File: config.mk
export PLATFORM = sky130hd
export DESIGN_NAME = hp_ctrl
export DESIGN_NICKNAME = d
export VERILOG_FILES = /design/src/rtl/hp_ctrl_pkg.sv /design/src/rtl/hp_bar_draw.sv /design/src/rtl/hp_ctrl.sv
export SDC_FILE = /design/constraint.sdc
export NUM_CORES = 1
export LEC_CHECK = 0
export ABC_AREA = 1
export CAP_MARGIN = 20
export CORE_MARGIN = 1
export CORE_UTILIZATION = 28
export DETAILED_ROUTE_END_ITERATION = 10
export GPL_TIMING_DRIVEN = 0
export MAX_ROUTING_LAYER = met4
export PLACE_DENSITY_LB_ADDON = 0.05
export REMOVE_ABC_BUFFERS = 1
export SYNTH_ARGS = -nofsm -noshare
export SYNTH_HDL_FRONTEND = slang
export SYNTH_SLANG_ARGS = --single-unit
File: constraint.sdc
create_clock -name clk -period 1.6 [get_ports clk]
set_input_delay 0.32 -clock clk [delete_from_list [all_inputs] [get_ports clk]]
set_output_delay 0.32 -clock clk [all_outputs]
set_load 0.02 [all_outputs]
File: src/rtl/hp_ctrl_pkg.sv
// Shared types and constants for the tank hit-point controller and its health-bar overlay.
package hp_ctrl_pkg;

    typedef enum logic [1:0] {
        S_ALIVE  = 2'd0,
        S_INVULN = 2'd1,
        S_DEAD   = 2'd2
    } state_t;

    localparam int HP_MAX_DEF = 5;

    localparam logic [11:0] COL_FULL  = 12'h0F0;
    localparam logic [11:0] COL_BLINK = 12'hFF0;
    localparam logic [11:0] COL_EMPTY = 12'h400;

    localparam int SEG_PITCH = 20;
    localparam int SEG_W     = 16;
    localparam int SEG_H     = 8;

endpackage

File: src/rtl/hp_bar_draw.sv
// Combinational health-bar painter: one segment per hit point, full/blink/empty colours.
// Segments are decoded by constant range compares per segment, so no divider is needed.
module hp_bar_draw
    import hp_ctrl_pkg::*;
#(
    parameter int HP_MAX = HP_MAX_DEF,
    parameter int BAR_X  = 8,
    parameter int BAR_Y  = 8
) (
    input  logic [10:0] hcount,
    input  logic [9:0]  vcount,
    input  logic [2:0]  hp,
    input  logic        blink,
    input  logic [11:0] rgb,
    output logic [11:0] pix
);

    logic [31:0] hx;
    logic [31:0] vx;
    logic        in_row;

    assign hx     = {21'd0, hcount};
    assign vx     = {22'd0, vcount};
    assign in_row = (vx >= 32'(BAR_Y)) && (vx <= 32'(BAR_Y + SEG_H - 1));

    always_comb begin
        pix = rgb;
        for (int i = 0; i < HP_MAX; i++) begin
            if (in_row && (hx >= 32'(BAR_X + SEG_PITCH * i)) &&
                (hx <= 32'(BAR_X + SEG_PITCH * i + SEG_W - 1))) begin
                pix = (i < int'(hp)) ? (blink ? COL_BLINK : COL_FULL) : COL_EMPTY;
            end
        end
    end

endmodule

File: src/rtl/hp_ctrl.sv
// Tank hit-point FSM (ALIVE/INVULN/DEAD) with post-hit invulnerability and a health-bar overlay.
// Video path is a one-cycle register stage; rgb is replaced only inside bar segments outside blanking.
module hp_ctrl
    import hp_ctrl_pkg::*;
#(
    parameter int HP_MAX        = HP_MAX_DEF,
    parameter int INVULN_CYCLES = 65000000,
    parameter int BAR_X         = 8,
    parameter int BAR_Y         = 8
) (
    input  logic        clk,
    input  logic        rst,
    input  logic        hit,
    input  logic        restart,
    input  logic        hblnk,
    input  logic        vblnk,
    input  logic        hsync,
    input  logic        vsync,
    input  logic [10:0] hcount,
    input  logic [9:0]  vcount,
    input  logic [11:0] rgb,
    output logic        hblnk_out,
    output logic        vblnk_out,
    output logic        hsync_out,
    output logic        vsync_out,
    output logic [10:0] hcount_out,
    output logic [9:0]  vcount_out,
    output logic [11:0] rgb_out,
    output logic [2:0]  hp,
    output logic        invuln,
    output logic        game_over
);

    localparam logic [2:0]  HP_FULL  = 3'(HP_MAX);
    localparam logic [31:0] CNT_LAST = 32'(INVULN_CYCLES - 1);

    state_t      st, st_n;
    logic [2:0]  hp_n;
    logic [31:0] cnt, cnt_n;
    logic        hit_q;
    logic        ev;
    logic        blink;
    logic        invuln_n;
    logic        game_over_n;
    logic [11:0] bar_pix;

    always_ff @(posedge clk) begin
        if (!rst) begin
            st         <= S_ALIVE;
            hp         <= HP_FULL;
            cnt        <= '0;
            hit_q      <= 1'b0;
            invuln     <= 1'b0;
            game_over  <= 1'b0;
            hblnk_out  <= 1'b0;
            vblnk_out  <= 1'b0;
            hsync_out  <= 1'b0;
            vsync_out  <= 1'b0;
            hcount_out <= '0;
            vcount_out <= '0;
            rgb_out    <= '0;
        end else begin
            st         <= st_n;
            hp         <= hp_n;
            cnt        <= cnt_n;
            hit_q      <= hit;
            invuln     <= invuln_n;
            game_over  <= game_over_n;
            hblnk_out  <= hblnk;
            vblnk_out  <= vblnk;
            hsync_out  <= hsync;
            vsync_out  <= vsync;
            hcount_out <= hcount;
            vcount_out <= vcount;
            rgb_out    <= (hblnk || vblnk) ? rgb : bar_pix;
        end
    end

    // Only a rising edge of hit counts, so a held hit cannot re-trigger after INVULN ends.
    always_comb begin
        ev    = hit && !hit_q;
        st_n  = st;
        hp_n  = hp;
        cnt_n = cnt;
        if (restart) begin
            st_n  = S_ALIVE;
            hp_n  = HP_FULL;
            cnt_n = '0;
        end else begin
            case (st)
                S_ALIVE: begin
                    if (ev) begin
                        if (hp > 3'd1) begin
                            hp_n  = hp - 3'd1;
                            st_n  = S_INVULN;
                            cnt_n = '0;
                        end else begin
                            hp_n = 3'd0;
                            st_n = S_DEAD;
                        end
                    end
                end
                S_INVULN: begin
                    if (cnt == CNT_LAST) begin
                        st_n  = S_ALIVE;
                        cnt_n = '0;
                    end else begin
                        cnt_n = cnt + 32'd1;
                    end
                end
                S_DEAD:  hp_n = 3'd0;
                default: st_n = S_ALIVE;
            endcase
        end
    end

    always_comb begin
        invuln_n    = (st_n == S_INVULN);
        game_over_n = (st_n == S_DEAD);
        blink       = (st == S_INVULN) && cnt[22];
    end

    hp_bar_draw #(
        .HP_MAX(HP_MAX),
        .BAR_X (BAR_X),
        .BAR_Y (BAR_Y)
    ) u_bar (
        .hcount(hcount),
        .vcount(vcount),
        .hp    (hp),
        .blink (blink),
        .rgb   (rgb),
        .pix   (bar_pix)
    );

endmodule

# [After elaboration in Yosys (flattened, before gate mapping)]
# Cells that the tools add are included.
[word_totals] ff_bits=77 latch_bits=0 mem_bits_rw=0 romBits=0 wordCells=86 mem_count=0
[op_classes] addsub=2 n_mul=0 n_div=0 magnitude_cmp=18 n_eq_ne=7 shift=0 n_mux=24 n_bitwise=1 n_reduce_logical=21
[op_table] operator="12-bit 2-to-1 mux" count=12
[op_table] operator="32-bit 2-to-1 mux" count=3
[op_table] operator="32-bit one-hot mux with 2 select lines" count=1
[op_table] operator="32-bit by 1-bit adder with 32-bit output (second input constant)" count=1
[op_table] operator="32-bit by 26-bit == test with 1-bit output (second input constant)" count=1
[op_table] operator="11-bit by 7-bit greater-or-equal comparator with 1-bit output (second input constant)" count=2
[op_table] operator="11-bit by 6-bit less-or-equal comparator with 1-bit output (second input constant)" count=2
[op_table] operator="11-bit by 7-bit less-or-equal comparator with 1-bit output (second input constant)" count=2
[op_table] operator="1-bit logical AND" count=13
[op_table] operator="11-bit by 4-bit greater-or-equal comparator with 1-bit output (second input constant)" count=1
[op_table] operator="11-bit by 5-bit greater-or-equal comparator with 1-bit output (second input constant)" count=1
[op_table] operator="11-bit by 6-bit greater-or-equal comparator with 1-bit output (second input constant)" count=1
[op_table] operator="11-bit by 5-bit less-or-equal comparator with 1-bit output (second input constant)" count=1
[op_table] operator="10-bit by 4-bit greater-or-equal comparator with 1-bit output (second input constant)" count=1
[op_table] operator="10-bit by 4-bit less-or-equal comparator with 1-bit output (second input constant)" count=1
[op_table] operator="2-bit 2-to-1 mux" count=4
[op_table] operator="1-bit by 3-bit < comparator with 1-bit output (first input constant)" count=2
[op_table] operator="2-bit by 3-bit < comparator with 1-bit output (first input constant)" count=2
[op_table] operator="3-bit 2-to-1 mux" count=2
[op_table] operator="2-bit one-hot mux with 3 select lines" count=1
[op_table] operator="3-bit one-hot mux with 2 select lines" count=1
[op_table] operator="2-bit by 1-bit == test with 1-bit output (second input constant)" count=2
[op_table] operator="2-bit == test (second input constant)" count=2
[op_table] operator="2-bit != test (second input constant)" count=2
[op_table] operator="11 further kinds" count=12

# [Logic depth before layout (Yosys ltp)]
[depth] depth_word=10 mapped_depth=16 depth_no_buf=15

# [Cells and area by module]
# From an unflattened synthesis, not the netlist that was laid out.
[unflattened] cells_unflattened=707 area_unflattened_um2=4372.9
[modules_own_cells] mod="hp_ctrl" n_inst=1 cells_each=552 area_each_um2=3659.8 seq_area_each_um2=1541.5
[modules_own_cells] mod="hp_bar_draw" n_inst=1 cells_each=155 area_each_um2=713.2 seq_area_each_um2=0.0

# [Worst setup path before layout]
# OpenSTA, ideal clock, no wires.
[synth_path] kind="register -> register" startpoint="register hp[1]" endpoint="register cnt[8]" arrival_ns=1.740 required_ns=1.485 setup_slack_ns=-0.255 stages_incl_launch_ff=13 synth_period_minus_slack_ns=1.855 path_cell_list="dfxtp_1 inv_2 ha_1 a21oi_4 nand3_4 nand2_8 inv_6 nor2_8 nand2_4 nor2_4 nand2_1 o21ai_1 nor2_1"
[synth_between] elab_chain_cells=3
[synth_lines] item="from (decl)" line="hp_ctrl.sv:29" rtl="output logic [2:0] hp,"
[synth_lines] item="from (signal assigned)" line="hp_ctrl.sv:64" rtl="hp <= hp_n;"
[synth_lines] item="3-bit by 1-bit greater-than comparator with 1-bit output" line="hp_ctrl.sv:93" rtl="if (hp > 3'd1) begin"
[synth_lines] item="2-bit != test (no source line)"
[synth_lines] item="3-bit AND reduction (no source line)"
[synth_lines] item="to (signal assigned)" line="hp_ctrl.sv:65" rtl="cnt <= cnt_n;"
[synth_lines] item="to (decl)" line="hp_ctrl.sv:39" rtl="logic [31:0] cnt, cnt_n;"
# No other way between the ends.
# A chain may end at the register's enable or synchronous reset.

# [Final worst setup path]
[layout_path] startpoint="register hp[1]" endpoint="register cnt[23]"
# Same word-level chain as after synthesis.

==> flow_summary.ini <==
[outcome]
status = finished, violations left
violations = negative setup slack

[sta]
slew_headroom_pct = 73.2
fin_setup_tns_ns = -2.75
setup_viol = 30
fin_crit_ns = 1.74
rsz0062_at_grt = true
worstMarginPinSlew_ns = 0.399
fmax_ghz = 0.574
finalCritPeriodShare_pct = 109
final_hold_viol_count = 0
finClkSkew_ns = 0.00745
fin_ws_ns = -0.143
finalMaxSlewViolations = 0

[synthesis]
synth_seq_area_share_pct = 37.6
ys_types = 46
synth-seq-cells = 77
synth_flop_cell = dfxtp_1
netlist_instances = 606
syn_area_per_cell_um2 = 6.76
yosys_warnings = 0
syn_area_um2 = 4100
async_flop_share_pct = 0
synth_edf_count = 0

[final_layout]
final_util_pct = 47.9
final_common_cell = nand2_1
area_delta_synth_final_pct = 64.9
most-common-layout-cells = 142 x nand2_1, 71 x inv_1, 49 x dfxtp_1, 49 x buf_4, 37 x nor2_1
final_nets = 796
drive_gt1_share_pct = 33.9
n_antenna_cell = 0

[global_routing]
grt_busiest_layer = met2
grt_max_degree = 24
first_global_vias = 4368
grt_overflow = 0
grt_util_met2_pct = 31.4
grtUsageTotal_pct = 18.3
grt_pass1_wl_um = 20600
use_met3_pct = 4.70
grt_antenna_before_repair = 0
grt_use_met1_pct = 19.8

[place]
dp_hpwl_um = 8570
place_ws_ns = -1.41
gp_congestion = 0.813
io_buffers = 82

[clock_network]
clock_latency_ns = 0.35
cts_tree = built
path_clk_slew_ns = 0.06
clockRootBuffer = clkbuf_16
numCtsBuffers = 9
htreeDepth = 3
clk_path_buf_depth = 2
cts_hold_buf = 0
clock_sinks = 77

[floorplan]
initial_core_util_pct = 29.1
die_area_um2 = 15100
die_w_um = 123
io-pin-count = 83
die_h_um = 123
num_rows = 43
core-area_um2 = 14100

[setup_path]
cp.arrival_ns = 2.03
worstReg2RegStart = hp[1]
crit_required_ns = 1.88
crit_type = flip-flop to flip-flop
crit_chain = inv_4 -> ha_4 -> a21oi_4 -> nand3_4 -> nand2_8 -> nand3_4 -> nor3b_4 -> nand4_1 -> a21oi_1
crit_path_start = hp[1]
crit_top_cell = nand3_4
cp-end-kind = flip-flop
critical_path.slowest_cell = dfxtp_2
cp_max_fo = 5
startpoint_type = flip-flop
max_stage_delay_ns = 0.36

[power]
clock_power_share_pct = 45.6
p_sw_share_pct = 25.8
p_comb_share_pct = 13.9
ir_drop_mv = 0.452
total_power_uw = 4890
p_sw_uw = 1260
internal_power_uw = 3630
power_density_nw_per_um2 = 723
leakagePower_uw = 0.00341
power_frac_seq_pct = 40.5

[drt]
drc = 0
via_count = 4495
routed_wl_um = 13000
vias_per_cell = 4.80
drt.antenna.violating_nets = 0
drtIter0Drc = 179
wl_per_cell_um = 13.9
first_pass_iters = 4

[flow_run]
drv_cap = 0

[min_path]
min_from = hcount[3]
hold_path.class = input pin to flip-flop
[final cells by class]
cell class,instances,area (um^2)
timing repair inverter,1,20.0
timing repair buffer,142,1380
clock buffer,11,233
inverter,89,380
sequential,77,1610
clock inverter,5,83.8
tap,180,225
fill,1408,7340
multi-input combinational,432,2830
[routing by layer]
metal	up-vias	share of wire (%)
met3	39	4.8
met1	2091	40
met4	0	3.4
met5	-	0
li1	2261	-
met2	104	52
[kinds of logic after synthesis]
group	synth area share, %
XOR/XNOR	1.50
adder cells (fa/ha/maj)	0.916
flip-flops	37.6
AO/OA/AOI/OAI	10.8
buffers and inverters	9.56
AND/OR/NAND/NOR	39.6
[cell usage after synthesis (2+ instances only)]
cell | count | area share [%]
nand2_1 | 162 | 15
inv_1 | 82 | 7.5
dfxtp_1 | 77 | 38
nor2_1 | 67 | 6.1
a21oi_1 | 38 | 4.6
nand3_1 | 37 | 4.5
o21ai_0 | 24 | 2.9
nand4_1 | 20 | 3.1
nor3_1 | 19 | 2.3
clkbuf_1 | 6 | 0.55
inv_2 | 5 | 0.46
nor2_2 | 5 | 0.76
nor4_1 | 5 | 0.76
a21boi_0 | 4 | 0.73
nand3_2 | 4 | 0.98
xnor2_1 | 4 | 0.85
ha_1 | 3 | 0.92
nand2_2 | 3 | 0.46
nor2_4 | 3 | 0.82
o21ai_1 | 3 | 0.37
xor2_1 | 3 | 0.64
a211oi_1 | 2 | 0.37
a21oi_4 | 2 | 0.79
buf_2 | 2 | 0.24
nand2_4 | 2 | 0.55
nor3_2 | 2 | 0.49
nor3b_2 | 2 | 0.61
or2_2 | 2 | 0.31
[worst max-delay path: cells and delay by family, from the launching register on]
family	cells	cell delay, ns
AO/OA/AOI/OAI	2	0.37
AND/OR/NAND/NOR	5	0.75
flip-flops	1	0.36
buffers and inverters	1	0.05
adder cells (fa/ha/maj)	1	0.15
[timing repair]
| action | in CTS | in global routing |
|---|---|---|
| gates resized for setup | 181 | 124 |
| setup endpoints to repair | 59 | 75 |
| setup buffers | 50 | 10 |
| gates cloned | 3 | 0 |
| pin swaps | 52 | 38 |
[sequential cells by signal, indices dropped and copies added, names as in the netlist]
name,cells
cnt,32
hp,3
game_over,1
hblnk_out,1
hcount_out,11
vblnk_out,1
vcount_out,10
rgb_out,12
vsync_out,1
hit_q,1
st,2
hsync_out,1
invuln,1
[power by group through the flow]
stage	Sequential, uW	Clock, uW	Combinational (uW)
final	1980	2230	680
after global routing	1980	2370	741
after CTS	1980	2320	658
after detailed placement	2040	0	572
after global placement	2040	0	564
after floorplan	2110	0	196
[worst paths after layout]
check	end	depth (start not counted)	slack, ns
max reg2reg	cnt[23]	9	-0.14
min	hcount_out[3]	3	0.26
max	cnt[23]	9	-0.14
min reg2reg	cnt[24]	2	0.49
[per-stage QoR]
step	cells	hold slack, ns	instance area (um^2)
4_1_cts	928	0.285	6310
5_1_grt	937	0.267	6760
2_1_floorplan	596	0.413	4050
3_5_place_dp	859	0.474	5120
3_3_place_gp	858	0.470	5090
6_report	937	0.260	6760
Note: power is estimated with default switching activity, not from simulation.
